[config.mk]
export PLATFORM = sky130hd
export DESIGN_NAME = operand_memory
export DESIGN_NICKNAME = d
export VERILOG_FILES = /design/src/rtl/operand_mem_pkg.sv /design/src/rtl/operand_mem_array.sv /design/src/rtl/operand_memory.sv
export SDC_FILE = /design/constraint.sdc
export NUM_CORES = 1
export LEC_CHECK = 0
export ABC_AREA = 1
export CAP_MARGIN = 20
export CELL_PAD_IN_SITES_DETAIL_PLACEMENT = 1
export CELL_PAD_IN_SITES_GLOBAL_PLACEMENT = 2
export CORE_AREA = 2 2 169 121
export CTS_CLUSTER_DIAMETER = 80
export DETAILED_ROUTE_END_ITERATION = 12
export DIE_AREA = 0 0 171 123
export HOLD_SLACK_MARGIN = 0.15
export PLACE_DENSITY = 0.82
export REMOVE_ABC_BUFFERS = 1
export SYNTH_ARGS = -nofsm -noshare
export SYNTH_HDL_FRONTEND = slang
export SYNTH_HIERARCHICAL = 1
export SYNTH_SLANG_ARGS = --single-unit
[constraint.sdc]
create_clock -name clk -period 5.3 [get_ports clk]
set_input_delay 1.325 -clock clk [delete_from_list [all_inputs] [get_ports clk]]
set_output_delay 1.325 -clock clk [all_outputs]
set_load 0.05 [all_outputs]
[src/rtl/operand_mem_pkg.sv]
//------------------------------------------------------------------------------
// Module   : operand_mem_pkg
// Purpose  : Shared constants and types for the operand memory block.
//            Holds the default data and address widths, the latency counter
//            width and the request FSM state encoding.
// Revision : 1.0 - initial release
//------------------------------------------------------------------------------
`default_nettype none

package operand_mem_pkg;

  localparam int DATA_W_DEF = 8;
  localparam int ADDR_W_DEF = 4;

  // Wide enough for the largest supported latency (7).
  localparam int CNT_W = 3;

  typedef enum logic [1:0] {
    IDLE = 2'd0,
    WAIT = 2'd1,
    RESP = 2'd2
  } opmem_state_t;

endpackage

`default_nettype wire

[src/rtl/operand_mem_array.sv]
//------------------------------------------------------------------------------
// Module   : operand_mem_array
// Purpose  : 2**ADDR_W x DATA_W register file with asynchronous clear.
//            One synchronous write port, one combinational read port.
// Ports    : clk, rst_n       - clock, async active-low clear of all entries
//            we, waddr, wdata - write port (commits on rising clk)
//            raddr, rdata     - combinational read port
// Revision : 1.0 - initial release
//------------------------------------------------------------------------------
`default_nettype none

module operand_mem_array #(
  parameter int DATA_W = 8,
  parameter int ADDR_W = 4
) (
  input  logic              clk,
  input  logic              rst_n,
  input  logic              we,
  input  logic [ADDR_W-1:0] waddr,
  input  logic [DATA_W-1:0] wdata,
  input  logic [ADDR_W-1:0] raddr,
  output logic [DATA_W-1:0] rdata
);

  localparam int DEPTH = 1 << ADDR_W;

  logic [DEPTH-1:0][DATA_W-1:0] mem_q;
  logic [DEPTH-1:0][DATA_W-1:0] mem_d;

  always_comb begin
    mem_d = mem_q;
    if (we) begin
      mem_d[waddr] = wdata;
    end
  end

  always_ff @(posedge clk or negedge rst_n) begin
    if (!rst_n) begin
      mem_q <= '0;
    end else begin
      mem_q <= mem_d;
    end
  end

  assign rdata = mem_q[raddr];

endmodule

`default_nettype wire

[src/rtl/operand_memory.sv]
//------------------------------------------------------------------------------
// Module   : operand_memory
// Purpose  : Responder-side operand memory. Accepts one read/write request
//            over a valid/ready handshake, waits a fixed latency, performs the
//            access and presents the result until the requester takes it.
// Ports    : clk, rst_n                          - clock, async active-low reset
//            req_valid/req_ready                 - request handshake
//            req_we, req_addr, req_wdata         - request payload
//            rsp_valid/rsp_ready, rsp_rdata      - response handshake + data
//            busy                                - FSM not in IDLE
// Revision : 1.0 - initial release
//------------------------------------------------------------------------------
`default_nettype none

module operand_memory
  import operand_mem_pkg::*;
#(
  parameter int DATA_W  = DATA_W_DEF,
  parameter int ADDR_W  = ADDR_W_DEF,
  parameter int LATENCY = 2
) (
  input  logic              clk,
  input  logic              rst_n,
  input  logic              req_valid,
  output logic              req_ready,
  input  logic              req_we,
  input  logic [ADDR_W-1:0] req_addr,
  input  logic [DATA_W-1:0] req_wdata,
  output logic              rsp_valid,
  input  logic              rsp_ready,
  output logic [DATA_W-1:0] rsp_rdata,
  output logic              busy
);

  // WAIT lasts LATENCY+1 cycles: the counter is loaded with LATENCY, counts
  // down to zero, and the access happens on the edge that sees zero.
  localparam logic [CNT_W-1:0] CNT_LOAD = CNT_W'(LATENCY);

  opmem_state_t      state_q, state_d;
  logic [CNT_W-1:0]  cnt_q, cnt_d;
  logic              we_q, we_d;
  logic [ADDR_W-1:0] addr_q, addr_d;
  logic [DATA_W-1:0] wdata_q, wdata_d;
  logic [DATA_W-1:0] rdata_q, rdata_d;

  logic              access;
  logic              acc_we;
  logic [ADDR_W-1:0] acc_addr;
  logic [DATA_W-1:0] acc_wdata;
  logic [DATA_W-1:0] mem_rdata;

  // Access source: with zero latency the access happens on the accept edge,
  // so it must use the live request rather than the (not yet loaded) latches.
  always_comb begin
    if (LATENCY == 0) begin
      access    = req_valid && (state_q == IDLE);
      acc_we    = req_we;
      acc_addr  = req_addr;
      acc_wdata = req_wdata;
    end else begin
      access    = (state_q == WAIT) && (cnt_q == '0);
      acc_we    = we_q;
      acc_addr  = addr_q;
      acc_wdata = wdata_q;
    end
  end

  always_comb begin
    state_d = state_q;
    cnt_d   = cnt_q;
    we_d    = we_q;
    addr_d  = addr_q;
    wdata_d = wdata_q;
    rdata_d = rdata_q;

    unique case (state_q)
      IDLE: begin
        if (req_valid) begin
          we_d    = req_we;
          addr_d  = req_addr;
          wdata_d = req_wdata;
          if (LATENCY == 0) begin
            state_d = RESP;
          end else begin
            state_d = WAIT;
            cnt_d   = CNT_LOAD;
          end
        end
      end
      WAIT: begin
        if (cnt_q == '0) begin
          state_d = RESP;
        end else begin
          cnt_d = cnt_q - CNT_W'(1);
        end
      end
      RESP: begin
        if (rsp_ready) begin
          state_d = IDLE;
        end
      end
      default: begin
        state_d = IDLE;
      end
    endcase

    // Writes echo the written value so the requester sees what was stored.
    if (access) begin
      rdata_d = acc_we ? acc_wdata : mem_rdata;
    end
  end

  always_ff @(posedge clk or negedge rst_n) begin
    if (!rst_n) begin
      state_q <= IDLE;
      cnt_q   <= '0;
      we_q    <= 1'b0;
      addr_q  <= '0;
      wdata_q <= '0;
      rdata_q <= '0;
    end else begin
      state_q <= state_d;
      cnt_q   <= cnt_d;
      we_q    <= we_d;
      addr_q  <= addr_d;
      wdata_q <= wdata_d;
      rdata_q <= rdata_d;
    end
  end

  operand_mem_array #(
    .DATA_W (DATA_W),
    .ADDR_W (ADDR_W)
  ) u_array (
    .clk   (clk),
    .rst_n (rst_n),
    .we    (access && acc_we),
    .waddr (acc_addr),
    .wdata (acc_wdata),
    .raddr (acc_addr),
    .rdata (mem_rdata)
  );

  assign req_ready = (state_q == IDLE);
  assign rsp_valid = (state_q == RESP);
  assign busy      = (state_q != IDLE);
  assign rsp_rdata = rdata_q;

endmodule

`default_nettype wire

==> impl_metrics.prom <==
# TYPE chip_impl_metric gauge
chip_impl_metric{name="placementRows",unit=""} 43
chip_impl_metric{name="setup-violations-final",unit=""} 0
chip_impl_metric{name="synth_sequential_area_ratio",unit="%"} 51.4
chip_impl_info{name="layout.cells.most_common",value="nand2_1"} 1
chip_impl_metric{name="clk_pin_slew_worst_paths",unit="ps"} 60
chip_impl_metric{name="worstSkewPairLatency",unit="ps"} 430
chip_impl_metric{name="final_area",unit="um2"} 8540
chip_impl_metric{name="power_density",unit="nW/um2"} 632
chip_impl_metric{name="globalRouteOverflowTotal",unit=""} 0
chip_impl_metric{name="post-route-period-util",unit="%"} 63.9
chip_impl_metric{name="cts-buffers-inserted",unit=""} 17
chip_impl_metric{name="ctsHoldBuffers",unit=""} 0
chip_impl_info{name="critical_path.startpoint_type",value="flop"} 1
chip_impl_info{name="timing.setup.critical_path_class",value="flop to primary output"} 1
chip_impl_metric{name="dp_slack",unit="ps"} 2350
chip_impl_metric{name="grt_pass1_wl",unit="um"} 36000
chip_impl_metric{name="reg2reg_setup_slack",unit="ps"} 2440
chip_impl_metric{name="detail_route.wl_per_cell",unit="um"} 17.4
chip_impl_metric{name="vias",unit=""} 6223
chip_impl_metric{name="clock_path_buffers",unit=""} 2
chip_impl_metric{name="min_delay_path_depth",unit=""} 2
chip_impl_info{name="netlist.top_cell.by_area",value="dfrtp_1"} 1
chip_impl_metric{name="yosysTopAreaCellShare",unit="%"} 51.4
chip_impl_metric{name="fin_crit",unit="ps"} 3390
chip_impl_metric{name="drt-vias-per-instance",unit=""} 4.85
chip_impl_metric{name="timing.max_cap.violations",unit=""} 0
chip_impl_info{name="hold_path_class",value="flop to flop"} 1
chip_impl_metric{name="cp_max_fo",unit=""} 15
chip_impl_metric{name="initial_utilization",unit="%"} 38.5
chip_impl_info{name="worstHoldEndpoint",value="rsp_rdata[0]"} 1
chip_impl_metric{name="detail_route.wirelength",unit="um"} 22300
chip_impl_metric{name="grt_max_degree",unit=""} 88
chip_impl_metric{name="post_route_clock_skew",unit="ps"} 10.7
chip_impl_info{name="dominantRegCellSynth",value="dfrtp_1"} 1
chip_impl_metric{name="power.static_leakage",unit="nW"} 4.13
chip_impl_metric{name="drtIter0Drc",unit=""} 359
chip_impl_metric{name="place_area",unit="um2"} 7920
chip_impl_metric{name="drc",unit=""} 0
chip_impl_metric{name="grt_usage",unit="%"} 23.0
chip_impl_info{name="rsz_0062_raised_after_global_routing",value="false"} 1
chip_impl_metric{name="worst_ep_required_time",unit="ps"} 3970
chip_impl_metric{name="gp_routability_congestion",unit=""} 0.760
chip_impl_info{name="end_kind",value="primary output"} 1
chip_impl_metric{name="ys_seq_elements",unit=""} 154
chip_impl_metric{name="postSynth.asyncResetShare",unit="%"} 100
chip_impl_info{name="worstHoldStart",value="rsp_rdata[0]"} 1
chip_impl_metric{name="number_of_setup_buffers_added_after_cts",unit=""} 0
chip_impl_metric{name="clock_sinks",unit=""} 154
chip_impl_metric{name="dpl.cell_count",unit=""} 1250
chip_impl_metric{name="drive_above_1_share",unit="%"} 5.93
chip_impl_metric{name="die_x",unit="um"} 171
chip_impl_info{name="r2r-end",value="u_array/mem_q[52]"} 1
chip_impl_metric{name="post_cts_resized",unit=""} 0
chip_impl_metric{name="io_buffer_count",unit=""} 27
chip_impl_metric{name="top_level_ports",unit=""} 28
chip_impl_metric{name="slew_violations",unit=""} 0
chip_impl_metric{name="timing_worst_slew_pin_value",unit="ps"} 969
chip_impl_metric{name="design.die.area",unit="um2"} 21000
chip_impl_metric{name="ir_drop",unit="mV"} 0.491
chip_impl_info{name="critical_path.slowest_cell",value="clkdlybuf4s50_1"} 1
chip_impl_info{name="ctsRootBufferMaster",value="clkbuf_16"} 1
chip_impl_metric{name="die_h",unit="um"} 123
chip_impl_metric{name="timing.max_slew.rel_slack",unit="%"} 35.0
chip_impl_metric{name="postLayoutSetupSlackWorst",unit="ps"} 1910
chip_impl_metric{name="first_global_vias",unit=""} 6571
chip_impl_metric{name="delay_of_the_slowest_critical_path_stage",unit="ps"} 880
chip_impl_info{name="crit_path_cell_trace",value="nor2_4 -> clkdlybuf4s50_1"} 1
chip_impl_metric{name="max_clock_freq",unit="MHz"} 295
chip_impl_metric{name="cts_htree_levels",unit=""} 4
chip_impl_info{name="ys_top_cells_by_area",value="dfrtp_1 (51%), nand2_1 (18%), nand3_1 (8.8%)"} 1
chip_impl_metric{name="syn-cell-area",unit="um2"} 7490
chip_impl_info{name="r2r_start",value="cnt_q[0]"} 1
chip_impl_metric{name="half_perimeter_wire_length_after_detailed_placement",unit="um"} 14300
chip_impl_metric{name="synth-edff-count",unit=""} 0
chip_impl_metric{name="ant_nets",unit=""} 0
chip_impl_metric{name="finish.net_count",unit=""} 1018
chip_impl_metric{name="hold_violations",unit=""} 0
chip_impl_info{name="result_of_the_run",value="completed"} 1
chip_impl_metric{name="setup-tns-final",unit="ps"} 0
chip_impl_info{name="tritoncts_clock_tree",value="built"} 1
chip_impl_metric{name="data_arrival_time_of_the_worst_path",unit="ps"} 2060
chip_impl_metric{name="r2r.worst_path.cells",unit=""} 10
chip_impl_metric{name="syn_inst",unit=""} 1000
chip_impl_metric{name="grt_antenna_before_repair",unit=""} 0
chip_impl_metric{name="yosysWarningCount",unit=""} 6
chip_impl_metric{name="report.power.total",unit="mW"} 5.40
chip_impl_metric{name="fin_cells",unit=""} 1282
chip_impl_metric{name="flow.area_growth_from_synthesis",unit="%"} 13.9
chip_impl_info{name="layout.cells.most_common_list",value="nand2_1 (351), dfrtp_1 (153), inv_1 (146)"} 1
chip_impl_metric{name="core_region_area",unit="um2"} 19500
chip_impl_metric{name="detail_route.first_pass.iterations",unit=""} 5
chip_impl_metric{name="netlist-cell-type-count",unit=""} 26
chip_impl_metric{name="syn_area_per_cell",unit="um2"} 7.49
chip_impl_metric{name="final_antenna_diode_count",unit=""} 0
[how the worst max path moves through the flow]
| stage | startpoint | to |
|---|---|---|
| final | state_q[1] | req_ready |
| after global routing | state_q[0] | req_ready |
| after CTS | state_q[1] | req_ready |
| after detailed placement | state_q[1] | req_ready |
| after global placement | state_q[1] | req_ready |
| after floorplan | acc_addr[0] | rsp_rdata[1] |
[cells in the mapped netlist (all sizes together), types with 2 or more instances]
library cell,number
ha,2
buf,27
clkbuf,27
inv,148
nor2,17
o21ai,130
nor3,2
nand3,132
or2,2
dfrtp,154
nand2,355
[stage by stage]
| step | utilization [%] | hold slack [ps] |
|---|---|---|
| floorplan | - | 445 |
| global placement | 40.7 | 458 |
| detailed placement | 40.7 | 462 |
| global route | 43.8 | 495 |
| CTS | 43.8 | 477 |
| finish | 43.8 | 471 |
[sequential cells by signal, summed over array words and instances, names as in the netlist]
register,count
acc_addr,4
acc_wdata,8
u_array/mem_q,128
rsp_rdata,8
acc_we,1
cnt_q,3
state_q,2
[power breakdown]
part           switching (mW)  internal, mW
clock                   0.504         0.780
combinational            1.50         0.652
sequential              0.350          1.62
[cell type report]
| type | instances | area [um2] |
|---|---|---|
| clock inverters | 10 | 140 |
| flip-flops and latches | 154 | 3850 |
| clock buffers | 22 | 474 |
| repair buffers | 34 | 324 |
| fillers | 2444 | 10900 |
| well taps | 270 | 338 |
| multi-input cells | 643 | 2850 |
| inverters | 149 | 562 |
[routing by layer]
metal / vias to the layer above / share of wire, % / track usage, %
met5: - / 0 / 0
met2: 79 / 46 / 36.4
met3: 10 / 4.9 / 4.48
met1: 3040 / 49 / 32.7
met4: 0 / 0.84 / 5.35
li1: 3094 / - / -
[kinds of logic (layout without fill, tap and decap cells)]
group                    count (synthesis)  after routing  share of synthesized area (%)
XOR/XNOR                                 1              1                          0.117
flip-flops                             154            154                           51.4
AND/OR/NAND/NOR                        509            509                           28.7
adder cells (fa/ha/maj)                  2              2                          0.334
AO/OA/AOI/OAI                          131            131                           8.80
buffers and inverters                  203            215                           10.6
[worst max-delay path, delay by kind of cell (launching register included)]
kind,cells,cell delay [ps]
DFF,1,420
buffers and inverters,1,880
and+or+nand+nor,1,340
Power figures use the tool's default switching activity.
